[src/rtl/mdu_pkg.sv]
// Shared definitions for the iterative multiply/divide unit: op encodings, FSM states and
// small decode/negate helpers.
package mdu_pkg;

  typedef enum logic [2:0] {
    MDU_MULT  = 3'd0,
    MDU_MULTU = 3'd1,
    MDU_DIV   = 3'd2,
    MDU_DIVU  = 3'd3,
    MDU_MADD  = 3'd4,
    MDU_MADDU = 3'd5
  } mdu_op_e;

  typedef enum logic [1:0] {
    StIdle = 2'd0,
    StRun  = 2'd1,
    StFix  = 2'd2
  } mdu_state_e;

  // Widest value cond_neg handles; callers truncate back to their own width.
  localparam int unsigned MDU_MAX_W = 128;

  function automatic logic op_valid(input logic [2:0] op);
    return op <= 3'd5;
  endfunction

  function automatic logic op_is_div(input logic [2:0] op);
    return (op == MDU_DIV) || (op == MDU_DIVU);
  endfunction

  function automatic logic op_is_signed(input logic [2:0] op);
    return (op == MDU_MULT) || (op == MDU_DIV) || (op == MDU_MADD);
  endfunction

  function automatic logic op_is_madd(input logic [2:0] op);
    return (op == MDU_MADD) || (op == MDU_MADDU);
  endfunction

  // Two's complement negate when neg is set; low bits stay correct after truncation.
  function automatic logic [MDU_MAX_W-1:0] cond_neg(input logic [MDU_MAX_W-1:0] x,
                                                    input logic neg);
    return neg ? (~x + 1'b1) : x;
  endfunction

endpackage

[src/rtl/mdu_if.sv]
// Start/busy/done handshake plus MTHI/MTLO write port and HI/LO readout of the mult/div unit.
interface mdu_if #(
  parameter int unsigned WIDTH = 32
);
  logic             start;
  logic [2:0]       op;
  logic [WIDTH-1:0] a;
  logic [WIDTH-1:0] b;
  logic             hi_we;
  logic             lo_we;
  logic [WIDTH-1:0] wdata;
  logic             busy;
  logic             done;
  logic             div0;
  logic [WIDTH-1:0] hi;
  logic [WIDTH-1:0] lo;

  modport master (
    output start, op, a, b, hi_we, lo_we, wdata,
    input  busy, done, div0, hi, lo
  );

  modport slave (
    input  start, op, a, b, hi_we, lo_we, wdata,
    output busy, done, div0, hi, lo
  );
endinterface

[src/rtl/mdu_step.sv]
// One iteration of the mult/div datapath on {acc,q}: shift-add multiply or restoring
// trial-subtract divide, selected by div_mode_i.
module mdu_step #(
  parameter int unsigned WIDTH = 32
) (
  input  logic             div_mode_i,
  input  logic [WIDTH-1:0] acc_i,
  input  logic [WIDTH-1:0] q_i,
  input  logic [WIDTH-1:0] opnd_i,
  output logic [WIDTH-1:0] acc_o,
  output logic [WIDTH-1:0] q_o
);
  logic [WIDTH:0] sum;
  logic [WIDTH:0] rem;
  logic [WIDTH:0] diff;

  always_comb begin
    sum  = q_i[0] ? ({1'b0, acc_i} + {1'b0, opnd_i}) : {1'b0, acc_i};
    rem  = {acc_i, q_i[WIDTH-1]};
    diff = rem - {1'b0, opnd_i};
    if (div_mode_i) begin
      // Top bit of diff is the borrow: set means the trial subtract failed.
      if (!diff[WIDTH]) begin
        acc_o = diff[WIDTH-1:0];
        q_o   = {q_i[WIDTH-2:0], 1'b1};
      end else begin
        acc_o = rem[WIDTH-1:0];
        q_o   = {q_i[WIDTH-2:0], 1'b0};
      end
    end else begin
      acc_o = sum[WIDTH:1];
      q_o   = {sum[0], q_i[WIDTH-1:1]};
    end
  end
endmodule

[src/rtl/mult_div_unit.sv]
// Iterative MULT/MULTU/DIV/DIVU unit owning HI/LO; one bit per cycle, IDLE -> RUN -> FIX.
// Define MDU_MADD_EN to make ops 4/5 accumulate into {hi,lo}; otherwise they act as MULT/MULTU.
module mult_div_unit
  import mdu_pkg::*;
#(
  parameter int unsigned WIDTH = 32,
  localparam int unsigned CNT_W = $clog2(WIDTH)
) (
  input logic   CLK,
  input logic   RST,
  mdu_if.slave  bus
);
  localparam int unsigned DW = 2 * WIDTH;

  mdu_state_e       state_q, state_d;
  logic [CNT_W-1:0] cnt_q, cnt_d;
  logic [WIDTH-1:0] acc_q, acc_d;
  logic [WIDTH-1:0] q_q, q_d;
  logic [WIDTH-1:0] opnd_q, opnd_d;
  logic             div_q, div_d;
  logic             neg_lo_q, neg_lo_d;
  logic             neg_hi_q, neg_hi_d;
  logic             bzero_q, bzero_d;
  logic [WIDTH-1:0] hi_q, hi_d;
  logic [WIDTH-1:0] lo_q, lo_d;
  logic             done_q, done_d;
  logic             div0_q, div0_d;
`ifdef MDU_MADD_EN
  logic             madd_q, madd_d;
  logic [DW-1:0]    snap_q, snap_d;
`endif

  logic             accept;
  logic             a_neg, b_neg, op_div;
  logic [WIDTH-1:0] abs_a, abs_b;
  logic [WIDTH-1:0] step_acc, step_q;
  logic [DW-1:0]    prod;

  mdu_step #(
    .WIDTH(WIDTH)
  ) u_step (
    .div_mode_i(div_q),
    .acc_i     (acc_q),
    .q_i       (q_q),
    .opnd_i    (opnd_q),
    .acc_o     (step_acc),
    .q_o       (step_q)
  );

  always_comb begin
    accept = (state_q == StIdle) && bus.start && op_valid(bus.op);
    op_div = op_is_div(bus.op);
    a_neg  = op_is_signed(bus.op) && bus.a[WIDTH-1];
    b_neg  = op_is_signed(bus.op) && bus.b[WIDTH-1];
    abs_a  = WIDTH'(cond_neg(MDU_MAX_W'(bus.a), a_neg));
    abs_b  = WIDTH'(cond_neg(MDU_MAX_W'(bus.b), b_neg));
    prod   = DW'(cond_neg(MDU_MAX_W'({acc_q, q_q}), neg_lo_q));
`ifdef MDU_MADD_EN
    if (madd_q) prod = prod + snap_q;
`endif
  end

  always_comb begin
    state_d  = state_q;
    cnt_d    = cnt_q;
    acc_d    = acc_q;
    q_d      = q_q;
    opnd_d   = opnd_q;
    div_d    = div_q;
    neg_lo_d = neg_lo_q;
    neg_hi_d = neg_hi_q;
    bzero_d  = bzero_q;
    hi_d     = hi_q;
    lo_d     = lo_q;
    done_d   = 1'b0;
    div0_d   = div0_q;
`ifdef MDU_MADD_EN
    madd_d   = madd_q;
    snap_d   = snap_q;
`endif
    unique case (state_q)
      StIdle: begin
        if (accept) begin
          state_d  = StRun;
          cnt_d    = '0;
          acc_d    = '0;
          div_d    = op_div;
          q_d      = op_div ? abs_a : abs_b;
          opnd_d   = op_div ? abs_b : abs_a;
          neg_lo_d = a_neg ^ b_neg;
          neg_hi_d = a_neg;
          bzero_d  = op_div && (bus.b == '0);
`ifdef MDU_MADD_EN
          madd_d   = op_is_madd(bus.op);
          snap_d   = {hi_q, lo_q};
`endif
        end else begin
          if (bus.hi_we) hi_d = bus.wdata;
          if (bus.lo_we) lo_d = bus.wdata;
        end
      end
      StRun: begin
        acc_d = step_acc;
        q_d   = step_q;
        cnt_d = cnt_q + 1'b1;
        if (cnt_q == CNT_W'(WIDTH - 1)) state_d = StFix;
      end
      StFix: begin
        state_d = StIdle;
        done_d  = 1'b1;
        div0_d  = bzero_q;
        if (div_q) begin
          // Divide by zero leaves acc holding |a|, so the sign fix restores hi = a.
          hi_d = WIDTH'(cond_neg(MDU_MAX_W'(acc_q), neg_hi_q));
          lo_d = bzero_q ? '1 : WIDTH'(cond_neg(MDU_MAX_W'(q_q), neg_lo_q));
        end else begin
          {hi_d, lo_d} = prod;
        end
      end
      default: state_d = StIdle;
    endcase
  end

  always_ff @(posedge CLK) begin
    if (!RST) begin
      state_q  <= StIdle;
      cnt_q    <= '0;
      acc_q    <= '0;
      q_q      <= '0;
      opnd_q   <= '0;
      div_q    <= 1'b0;
      neg_lo_q <= 1'b0;
      neg_hi_q <= 1'b0;
      bzero_q  <= 1'b0;
      hi_q     <= '0;
      lo_q     <= '0;
      done_q   <= 1'b0;
      div0_q   <= 1'b0;
`ifdef MDU_MADD_EN
      madd_q   <= 1'b0;
      snap_q   <= '0;
`endif
    end else begin
      state_q  <= state_d;
      cnt_q    <= cnt_d;
      acc_q    <= acc_d;
      q_q      <= q_d;
      opnd_q   <= opnd_d;
      div_q    <= div_d;
      neg_lo_q <= neg_lo_d;
      neg_hi_q <= neg_hi_d;
      bzero_q  <= bzero_d;
      hi_q     <= hi_d;
      lo_q     <= lo_d;
      done_q   <= done_d;
      div0_q   <= div0_d;
`ifdef MDU_MADD_EN
      madd_q   <= madd_d;
      snap_q   <= snap_d;
`endif
    end
  end

  assign bus.busy = (state_q != StIdle);
  assign bus.done = done_q;
  assign bus.div0 = div0_q;
  assign bus.hi   = hi_q;
  assign bus.lo   = lo_q;

endmodule

[src/flat_wrapper.sv]
// flat-port wrapper written by rule: the top's interface ports become plain ports
module mult_div_unit_flat import mdu_pkg::*;
#(
  parameter int unsigned WIDTH = 32,
  localparam int unsigned CNT_W = $clog2(WIDTH)
)
  (CLK, RST, bus_start, bus_op, bus_a, bus_b, bus_hi_we, bus_lo_we, bus_wdata, bus_busy, bus_done, bus_div0, bus_hi, bus_lo);
  mdu_if #(.WIDTH(WIDTH)) bus_i ();
  input logic CLK;
  input logic RST;
  input wire logic [$bits(bus_i.start)-1:0] bus_start;
  input wire logic [$bits(bus_i.op)-1:0] bus_op;
  input wire logic [$bits(bus_i.a)-1:0] bus_a;
  input wire logic [$bits(bus_i.b)-1:0] bus_b;
  input wire logic [$bits(bus_i.hi_we)-1:0] bus_hi_we;
  input wire logic [$bits(bus_i.lo_we)-1:0] bus_lo_we;
  input wire logic [$bits(bus_i.wdata)-1:0] bus_wdata;
  output wire logic [$bits(bus_i.busy)-1:0] bus_busy;
  output wire logic [$bits(bus_i.done)-1:0] bus_done;
  output wire logic [$bits(bus_i.div0)-1:0] bus_div0;
  output wire logic [$bits(bus_i.hi)-1:0] bus_hi;
  output wire logic [$bits(bus_i.lo)-1:0] bus_lo;
  assign bus_i.start = bus_start;
  assign bus_i.op = bus_op;
  assign bus_i.a = bus_a;
  assign bus_i.b = bus_b;
  assign bus_i.hi_we = bus_hi_we;
  assign bus_i.lo_we = bus_lo_we;
  assign bus_i.wdata = bus_wdata;
  assign bus_busy = bus_i.busy;
  assign bus_done = bus_i.done;
  assign bus_div0 = bus_i.div0;
  assign bus_hi = bus_i.hi;
  assign bus_lo = bus_i.lo;
  mult_div_unit #(.WIDTH(WIDTH)) u_core (.CLK(CLK), .RST(RST), .bus(bus_i));
endmodule
[config.mk]
export PLATFORM = sky130hd
export DESIGN_NAME = mult_div_unit_flat
export DESIGN_NICKNAME = d
export VERILOG_FILES = /design/src/rtl/mdu_pkg.sv /design/src/rtl/mdu_if.sv /design/src/rtl/mdu_step.sv /design/src/rtl/mult_div_unit.sv /design/src/flat_wrapper.sv
export SDC_FILE = /design/constraint.sdc
export NUM_CORES = 1
export LEC_CHECK = 0
export CAP_MARGIN = 20
export CORE_UTILIZATION = 25
export CTS_BUF_LIST = sky130_fd_sc_hd__clkbuf_8
export DETAILED_ROUTE_END_ITERATION = 8
export PLACE_DENSITY = 0.46
export SYNTH_ARGS = -nofsm -noshare
export SYNTH_HDL_FRONTEND = slang
export SYNTH_SLANG_ARGS = --single-unit
[constraint.sdc]
create_clock -name CLK -period 8.7 [get_ports CLK]
set_clock_uncertainty 0.2 [all_clocks]
set_input_delay 1.74 -clock CLK [delete_from_list [all_inputs] [get_ports CLK]]
set_output_delay 1.74 -clock CLK [all_outputs]
set_load 0.1 [all_outputs]
==> results.md, run 1 <==
- Fin nets: 2,267
- Number of max-cap violations: 0
- Layout cell share with drive strength beyond 1: 4.09%
- Kind of critical path: in2reg
- Outcome: completed
- Unrepaired setup endpoints after global routing: false
- Most frequent cells in the layout: 234 x a21oi_1, 223 x nand2_1, 172 x nor2_1, 171 x dfxtp_1, 169 x clkdlybuf4s50_1
- Largest net degree at the start of global routing: 77
- Hold Crit Class: reg2reg
- First-pass GRT wire length: 93.0 mm
- Overall die width: 246 um
- Grt total ovfl: 0
- Post-place instance area: 17,200 um^2
- Die height: 246 um
- Arr. time, crit path: 5.14 ns
- CP startpoint kind: input pin
- Fin area: 17,600 um^2
- Die area: 60,300 um^2
- Std-Cell Rows: 88
- Netlist cell types: 79
- Total nets after synthesis: 2,204
- Initial Util: 25.5%
- Antenna-violating nets left: 0
- DR top layer: met4
- Fill count: 6,334
- Setup Fix Bufs, Post-CTS: 0
- Most common cell after layout, fill and taps aside: a21oi_1
- Drt drc: 0
- M1 wire length: 28.6 mm
- Asr flop ratio synth: 0%
- Root buffer cell: clkbuf_8
- CTS Buffer Depth: 2
- Largest cells by area after synthesis: dfxtp_1 23%, a21oi_1 7.9%, ha_1 5.9%, nand2_1 5.6%, xnor2_1 5.1%
- Initial antenna violation count: 1
- Hold path depth: 2
- DP Wirelength: 48.1 mm
- Tot GR Track Use: 20.2%
- RePlAce Congestion: 0.936
- Core footprint: 58,100 um^2
- FF-to-FF End: u_core.acc_q[27]
- Num CTS Buffers: 17
- Main synth FF type: dfxtp_1
- Syn_area_per_cell: 7.31 um^2
- Clock Latency Late Sink: 0.53 ns
- Min Tclk post-route: 4.92 ns
- Top Ports: 171
- Fin. max-slew vios: 0
- Final Hold Vio Count: 0
- Hold Crit Start: u_core.bus.lo[22]
- Cell taking the most area after synthesis: dfxtp_1
- # clock sinks: 173
- Fmax: 0.203 GHz
- Setup violators final: 0
- Sequential fraction of the synthesis area: 23.4%
- Post_cts resized: 0
- Via count: 15,700
- WP data required: 8.92 ns
- Synth-to-Final Area Change: 18.7%
- Relative slew slack: 32.0%
- Crit Path Max Fanout: 7
- Clock transition at path regs: 0.11 ns
- EDFF count, synth: 0
- Tightest Pin Transition: 1.02 ns
- Hold-fix buffers, CTS: 0
- Fin crit share: 56.5%
- DRT Wirelength: 61.6 mm
- Post-Synthesis Cells: 2,028
- Ys Warns: 0
- Number of synthesized register bits: 173
- Hold EP: u_core.bus.lo[22]
- Met2 WL: 27.9 mm
- Crit end category: flop
- Vias in the first global route: 14,800
- Initial DRC Count: 1,241
- Vias per cell: 5.45
- CTS H-tree depth: 4
- CTS tree: built
- Worst vdd ir: 91.0 uV
- Met3 wire len: 3.39 mm
- Post-Synthesis Cell Area: 14,800 um^2
- PortBufs: 170
- Leak Pwr: 6.62 nW
- P per Cell Area: 149 nW/um^2
- Area fraction of the dominant cell type after synthesis: 23.4%
- Fin Setup TNS: 0 ns
- Hold Slack: 0.256 ns
- Setup slack, reg-to-reg: 3.88 ns
- Drt wl/cell: 21.5 um
- DRT Pass-1 Iters: 5
- Reg2reg start: u_core.q_q[31]
- FF-to-FF path depth: 14
worst max-delay path, cell delays in order:
cell and delay [ns]:
clkdlybuf4s50_1 0.49, nor4_1 0.42, nor4b_1 0.72, nand2b_1 0.21
nor3_1 0.73, a21oi_1 0.19, xnor2_1 0.24, a211oi_1 0.11
a221o_1 0.29
worst max-delay path by stage:
stage	start	endpoint	slack [ns]	cells past startpoint
final	bus_b[2]	u_core.q_q[21]	3.78	9
after floorplan	bus_b[10]	u_core.q_q[21]	4.30	8
after detailed placement	bus_b[2]	u_core.q_q[21]	3.30	9
after CTS	bus_b[2]	u_core.q_q[21]	3.87	9
after global placement	bus_b[4]	u_core.q_q[21]	3.33	9
after global routing	bus_b[4]	u_core.q_q[21]	3.43	9
report_power, final:
group	total [mW]	switching (mW)	leakage, nW	internal [mW]
Sequential	0.938	0.0920	1.42	0.846
Clock	0.670	0.367	0.222	0.303
Combinational	1.02	0.670	4.98	0.351
per-layer routing:
| metal | track usage [%] | up-vias |
|---|---|---|
| met5 | 0 | - |
| met4 | 6.49 | 0 |
| met3 | 2.68 | 68 |
| met2 | 32.8 | 508 |
| met1 | 27.5 | 7471 |
| li1 | - | 7608 |
Yosys cell counts, drive strengths merged, types with 50 or more instances:
cell type and n:
xor2 80, a21oi 234, o21ai 106, dfxtp 173
nand2 223, xnor2 86, nor2 174, a211oi 69
inv 58, clkbuf 133, ha 70, o211ai 50
state kept, by name, summed over array words and instances (netlist names):
| register | cells |
|---|---|
| u_core.neg_hi_q | 1 |
| u_core.bus.div0 | 1 |
| u_core.cnt_q | 5 |
| u_core.acc_q | 32 |
| u_core.bus.lo | 32 |
| u_core.q_q | 32 |
| u_core.div_q | 1 |
| u_core.bus.done | 1 |
| u_core.opnd_q | 32 |
| u_core.state_q | 2 |
| u_core.bzero_q | 1 |
| u_core.neg_lo_q | 1 |
| u_core.bus.hi | 32 |
per-stage QoR:
step	total power [mW]	utilization, %	setup slack, ns	cells
after floorplan	1.64	-	4.30	2028
after global placement	1.96	29.5	3.33	2837
after detailed placement	1.97	29.5	3.30	2837
after CTS	2.64	30.3	3.87	2869
after global routing	2.77	30.3	3.43	2870
final	2.63	30.3	3.78	2870
logic make-up after synthesis:
group | share of synthesized area, %
flip-flops | 23.4
AO/OA/AOI/OAI | 31.9
adder cells (fa/ha/maj) | 6.18
buffers and inverters | 5.50
multiplexers | 3.26
XOR/XNOR | 9.80
AND/OR/NAND/NOR | 20.0
final cells by class:
type                            count  area (um^2)  share of cell area [%]
Tap cell                          765          957                    5.43
Multi-Input combinational cell   1641        10600                    60.2
Inverter                           61          229                    1.30
Antenna cell                        1         2.50                  0.0142
Sequential cell                   173         3470                    19.7
Clock inverter                     14          203                    1.15
Clock buffer                       18          248                    1.41
Timing Repair Buffer              197         1900                    10.8
Note: power is estimated with default switching activity, not from simulation.
==> run 2, diff against run 1 <==
--- a/config.mk
+++ b/config.mk
@@ -9,7 +9,7 @@
 export CORE_UTILIZATION = 25
 export CTS_BUF_LIST = sky130_fd_sc_hd__clkbuf_8
 export DETAILED_ROUTE_END_ITERATION = 8
-export PLACE_DENSITY = 0.46
+export PLACE_DENSITY = 0.47
 export SYNTH_ARGS = -nofsm -noshare
 export SYNTH_HDL_FRONTEND = slang
 export SYNTH_SLANG_ARGS = --single-unit
==> constraint.sdc (replaced) <==
create_clock -name CLK -period 4.5 [get_ports CLK]
set_clock_uncertainty 0.2 [all_clocks]
set_input_delay 0.9 -clock CLK [delete_from_list [all_inputs] [get_ports CLK]]
set_output_delay 0.9 -clock CLK [all_outputs]
set_load 0.1 [all_outputs]
==> results.md, run 2 (same netlist as run 1, synthesis figures left out) <==
- Via count: 15,800
- CP startpoint kind: flop
- Vias in the first global route: 15,400
- DRT Wirelength: 64.4 mm
- First-pass GRT wire length: 97.1 mm
- Drt drc: 0
- RePlAce Congestion: 0.929
- Core footprint: 58,100 um^2
- Setup Fix Bufs, Post-CTS: 0
- # clock sinks: 173
- Post-place instance area: 17,600 um^2
- Vias per cell: 5.41
- Fmax: 0.245 GHz
- Fin. max-slew vios: 0
- Outcome: completed
- Hold Crit Class: reg2reg
- M1 wire length: 29.8 mm
- PortBufs: 170
- Hold EP: u_core.bus.lo[14]
- Hold-fix buffers, CTS: 0
- Met3 wire len: 3.21 mm
- Num CTS Buffers: 17
- Std-Cell Rows: 88
- Arr. time, crit path: 4.29 ns
- Die height: 246 um
- DRT Pass-1 Iters: 7
- Fill count: 6,300
- Layout cell share with drive strength beyond 1: 6.52%
- P per Cell Area: 278 nW/um^2
- Largest net degree at the start of global routing: 81
- Post_cts resized: 0
- Leak Pwr: 6.89 nW
- Crit Path Max Fanout: 8
- Initial DRC Count: 1,061
- Worst vdd ir: 188 uV
- Drt wl/cell: 22.0 um
- DP Wirelength: 50.8 mm
- Fin area: 18,000 um^2
- CTS Buffer Depth: 2
- Tightest Pin Transition: 1.04 ns
- Initial Util: 25.5%
- Clock transition at path regs: 0.11 ns
- Tot GR Track Use: 21.2%
- Grt total ovfl: 0
- Fin crit share: 90.5%
- Unrepaired setup endpoints after global routing: false
- Hold path depth: 2
- Fin nets: 2,324
- Setup violators final: 0
- Die area: 60,300 um^2
- Top Ports: 171
- DR top layer: met4
- WP data required: 4.71 ns
- Synth-to-Final Area Change: 21.3%
- Relative slew slack: 30.5%
- Root buffer cell: clkbuf_8
- CTS H-tree depth: 4
- Setup slack, reg-to-reg: 0.43 ns
- Antenna-violating nets left: 0
- Fin Setup TNS: 0 ns
- Reg2reg start: u_core.q_q[31]
- Clock Latency Late Sink: 0.53 ns
- FF-to-FF path depth: 15
- Kind of critical path: reg2reg
- Initial antenna violation count: 2
- Overall die width: 246 um
- Number of max-cap violations: 0
- Final Hold Vio Count: 0
- FF-to-FF End: u_core.acc_q[30]
- Min Tclk post-route: 4.07 ns
- Most frequent cells in the layout: 234 x a21oi_1, 223 x nand2_1, 173 x nor2_1, 172 x dfxtp_1, 169 x clkdlybuf4s50_1
- Met2 WL: 29.6 mm
- CTS tree: built
- Most common cell after layout, fill and taps aside: a21oi_1
- Crit end category: flop
- Hold Crit Start: u_core.bus.lo[14]
- Total power: 5.00 mW
- Final core occ: 30.9%
## run 2: cell types whose count changed in the layout (fill, tap and decap cells not counted), moves of 2 or more
cell        previous run  this run
inv_8                  1         4
buf_12                 0         2
inv_6                  4         1
clkinv_2               0         3
buf_4                 27        82
bufinv_16              3         0
clkinvlp_4             1         3
## run 2: area by class of cell
type,instances,area (um^2),area share (%)
Antenna cell,2,5.00,0.0278
Clock buffer,18,248,1.38
Clock inverter,14,129,0.716
Inverter,61,230,1.28
Multi-Input combinational cell,1641,10600,58.9
Sequential cell,173,3470,19.3
Tap cell,765,957,5.32
Timing Repair Buffer,254,2350,13.1
## run 2: critical path, stage by stage, from the launching register on
cell and delay, ns:
dfxtp_1 0.33, inv_1 0.17, ha_1 0.24, fa_1 0.24, nand2b_1 0.16, a21oi_1 0.10
buf_4 0.16, o41ai_2 0.46, a41oi_1 0.23, buf_4 0.21, a31oi_1 0.36, xor2_4 0.20
buf_4 0.21, or2_1 0.23, nor4_1 0.34, o31ai_1 0.11
## run 2: per-stage QoR
| step | instances | hold slack [ns] | setup slack [ns] |
|---|---|---|---|
| after global placement | 2894 | 0.241 | 0.258 |
| after floorplan | 2028 | 0.224 | 0.771 |
| after CTS | 2926 | 0.262 | 0.505 |
| final | 2928 | 0.258 | 0.427 |
| after detailed placement | 2894 | 0.246 | 0.176 |
| after global routing | 2928 | 0.278 | 0.230 |
## run 2: power breakdown
part / leakage (nW) / internal (mW) / switching [mW]
clock network: 0.186 / 0.416 / 0.710
registers: 1.42 / 1.64 / 0.144
logic: 5.29 / 0.731 / 1.37
## run 2: worst max path at each step
stage	endpoint	slack, ns	startpoint	cells past startpoint
floorplan	u_core.acc_q[27]	0.77	u_core.q_q[31]	14
global placement	u_core.q_q[20]	0.26	bus_a[1]	13
detailed placement	u_core.q_q[20]	0.18	bus_a[1]	13
CTS	u_core.acc_q[30]	0.51	u_core.q_q[31]	15
global route	u_core.acc_q[30]	0.23	u_core.q_q[31]	15
finish	u_core.acc_q[30]	0.43	u_core.q_q[31]	15
## run 2: routing by layer
metal	vias up	global-route usage, %
met4	0	6.23
li1	7701	-
met1	7594	28.1
met3	88	3.26
met2	456	35.1
met5	-	0
==> run 3, diff against run 2 <==
--- a/config.mk
+++ b/config.mk
@@ -9,7 +9,8 @@
 export CORE_UTILIZATION = 25
 export CTS_BUF_LIST = sky130_fd_sc_hd__clkbuf_8
 export DETAILED_ROUTE_END_ITERATION = 8
-export PLACE_DENSITY = 0.47
+export PLACE_DENSITY = 0.46
 export SYNTH_ARGS = -nofsm -noshare
 export SYNTH_HDL_FRONTEND = slang
+export SYNTH_HIERARCHICAL = 1
 export SYNTH_SLANG_ARGS = --single-unit
==> constraint.sdc (replaced) <==
create_clock -name CLK -period 5.3 [get_ports CLK]
set_clock_uncertainty 0.2 [all_clocks]
set_input_delay 1.06 -clock CLK [delete_from_list [all_inputs] [get_ports CLK]]
set_output_delay 1.06 -clock CLK [all_outputs]
set_load 0.1 [all_outputs]
==> results.md, run 3 <==
- Main combinational cell family by area after synthesis: compound AO/OA/AOI/OAI gates
- Outcome: completed
- CP startpoint kind: flop
- Grt total ovfl: 0
- First-pass GRT wire length: 99.4 mm
- Inst Count DP: 2,931
- Post-synthesis adder-cell area fraction: 5.94%
- Worst vdd ir: 163 uV
- Layout cell share with drive strength beyond 1: 7.33%
- Unrepaired setup endpoints after global routing: false
- Sequential fraction of the synthesis area: 22.5%
- Clock transition at path regs: 0.12 ns
- Most common cell after layout, fill and taps aside: nand2_1
- Netlist cell types: 92
- CTS tree: built
- Largest net degree at the start of global routing: 103
- Drt wl/cell: 22.5 um
- Arr. time, crit path: 4.74 ns
- Crit Path Max Fanout: 20
- Leak Pwr: 6.91 nW
- Mux cell area share after synthesis: 4.08%
- # clock sinks: 173
- Dpl ws: 0.836 ns
- Total power: 4.23 mW
- Relative slew slack: 30.2%
- Ys Warns: 6
- Clock Latency Late Sink: 0.58 ns
- Kind of critical path: reg2reg
- Initial antenna violation count: 1
- Layout Cells excl Fill: 2,966
- Final Hold Vio Count: 0
- Cell taking the most area after synthesis: dfxtp_1
- Synth-to-Final Area Change: 18.8%
- Post_cts resized: 0
- Crit end category: flop
- Synth Area in XOR/XNOR: 9.65%
- Hold Crit Class: reg2reg
- Vias per cell: 5.57
- Die height: 250 um
- Compound-Gate Fraction of Synth Area: 30.3%
- Number of max-cap violations: 0
- Final core occ: 30.2%
- Total nets after synthesis: 2,251
- PortBufs: 170
- RePlAce Congestion: 0.911
- Tightest Pin Transition: 1.04 ns
- Top Ports: 171
- Fin nets: 2,346
- Die area: 62,600 um^2
- Fin crit share: 84.2%
- Initial Util: 25.4%
- Hold-fix buffers, CTS: 0
- Vias in the first global route: 15,600
- Post-route setup slack: 0.835 ns
- Most common cell in the synthesized netlist: nand2_1
- Setup Fix Bufs, Post-CTS: 0
- Num CTS Buffers: 17
- Syn_area_per_cell: 7.43 um^2
- Initial DRC Count: 1,511
- Number of synthesized register bits: 173
- Post-Synthesis Cells: 2,075
- Std-Cell Rows: 90
- Drt drc: 0
- Fin. max-slew vios: 0
- P per Cell Area: 231 nW/um^2
- WP data required: 5.57 ns
- Most frequent cells in the layout: 243 x nand2_1, 171 x a21oi_1, 171 x dfxtp_1, 169 x clkdlybuf4s50_1, 126 x o21ai_0
- Core footprint: 60,600 um^2
- CTS H-tree depth: 4
- Overall die width: 250 um
- Via count: 16,500
- Largest cells by area after synthesis: dfxtp_1 22%, nand2_1 5.9%, xnor2_1 5.9%, ha_1 5.7%, a21oi_1 5.6%
- Asr flop ratio synth: 0%
- Antenna-violating nets left: 0
- Setup violators final: 0
- DRT Pass-1 Iters: 5
- Simple logic cell fraction of the synthesized area: 22.5%
- Tot GR Track Use: 21.0%
- Area fraction of the dominant cell type after synthesis: 22.5%
- Commonest cells post-synth: 243 x nand2_1, 173 x dfxtp_1, 171 x a21oi_1, 126 x o21ai_0, 123 x nor2_1
- Fin Setup TNS: 0 ns
- Post-Synthesis Cell Area: 15,400 um^2
- Fmax: 0.224 GHz
- Min Tclk post-route: 4.46 ns
- DP Wirelength: 51.8 mm
- Main synth FF type: dfxtp_1
- EDFF count, synth: 0
- CTS Buffer Depth: 2
- Root buffer cell: clkbuf_8
- DRT Wirelength: 66.8 mm
[run 3: changes by cell type after synthesis, moves of 20 or more]
cell,delta
a22o_1,+35
or3_1,+20
a211oi_1,-42
a21boi_0,+35
nor2_1,-51
nand2_1,+20
nand3_1,+25
o21ai_1,-43
a21oi_1,-63
mux2_2,+27
o21ai_0,+74
[run 3: path summary, 6_finish.rpt]
path                          start                 to  slack, ns  cells past startpoint
setup / recovery     u_core/q_q[31]   u_core/acc_q[19]       0.84                     16
hold / removal    u_core/bus.lo[22]  u_core/bus.lo[22]       0.27                      2
hold reg to reg   u_core/bus.lo[22]  u_core/bus.lo[22]       0.27                      2
setup reg to reg     u_core/q_q[31]   u_core/acc_q[19]       0.84                     16
[run 3: cell type report]
type                    instances  area, um^2
repair buffers                214        2060
inverters                      64         240
multi-input cells            1700       11200
clock inverters                15         136
clock buffers                  17         234
flip-flops and latches        173        3470
diodes                          1        2.50
fillers                      6573       42300
well taps                     782         978
[run 3: cells by family (layout without fill, tap and decap cells)]
| kind of cell | count (synthesis) | count (layout) |
|---|---|---|
| muxes | 59 | 59 |
| other | 0 | 1 |
| adders and majority gates | 72 | 72 |
| buffers and inverters | 202 | 310 |
| xor gates and xnor gates | 168 | 168 |
| AOI/OAI and AO/OA | 699 | 699 |
| DFF | 173 | 173 |
| and+or+nand+nor | 702 | 702 |
[run 3: routing by layer]
metal	vias to the layer above	track usage (%)	routed length, um
met5	-	0	0
li1	7858	-	-
met3	91	2.96	3670
met2	602	34.4	31500
met1	7959	27.6	29400
met4	0	8.22	2220
[run 3: power breakdown]
part	total, mW	switching, mW	leakage [nW]	internal, mW
Combinational	1.75	1.13	5.31	0.619
Clock	0.965	0.627	0.182	0.339
Sequential	1.52	0.137	1.42	1.38
[run 3: through the flow]
stage	area [um^2]	hold slack, ns
2_1_floorplan	15400	0.224
3_3_place_gp	17900	0.248
3_5_place_dp	17900	0.249
4_1_cts	18300	0.266
5_1_grt	18300	0.286
6_report	18300	0.265
[run 3: critical path, stage by stage, from the launching register on]
cell	delay (ns)
dfxtp_1	0.56
inv_1	0.10
ha_1	0.24
fa_1	0.42
nand2b_1	0.20
a21oi_1	0.29
a2111oi_0	0.18
o21a_1	0.28
nor3_2	0.27
o211ai_1	0.16
mux2i_1	0.16
buf_4	0.19
and2_1	0.16
buf_4	0.35
mux2i_1	0.26
a22oi_1	0.11
a22o_1	0.23
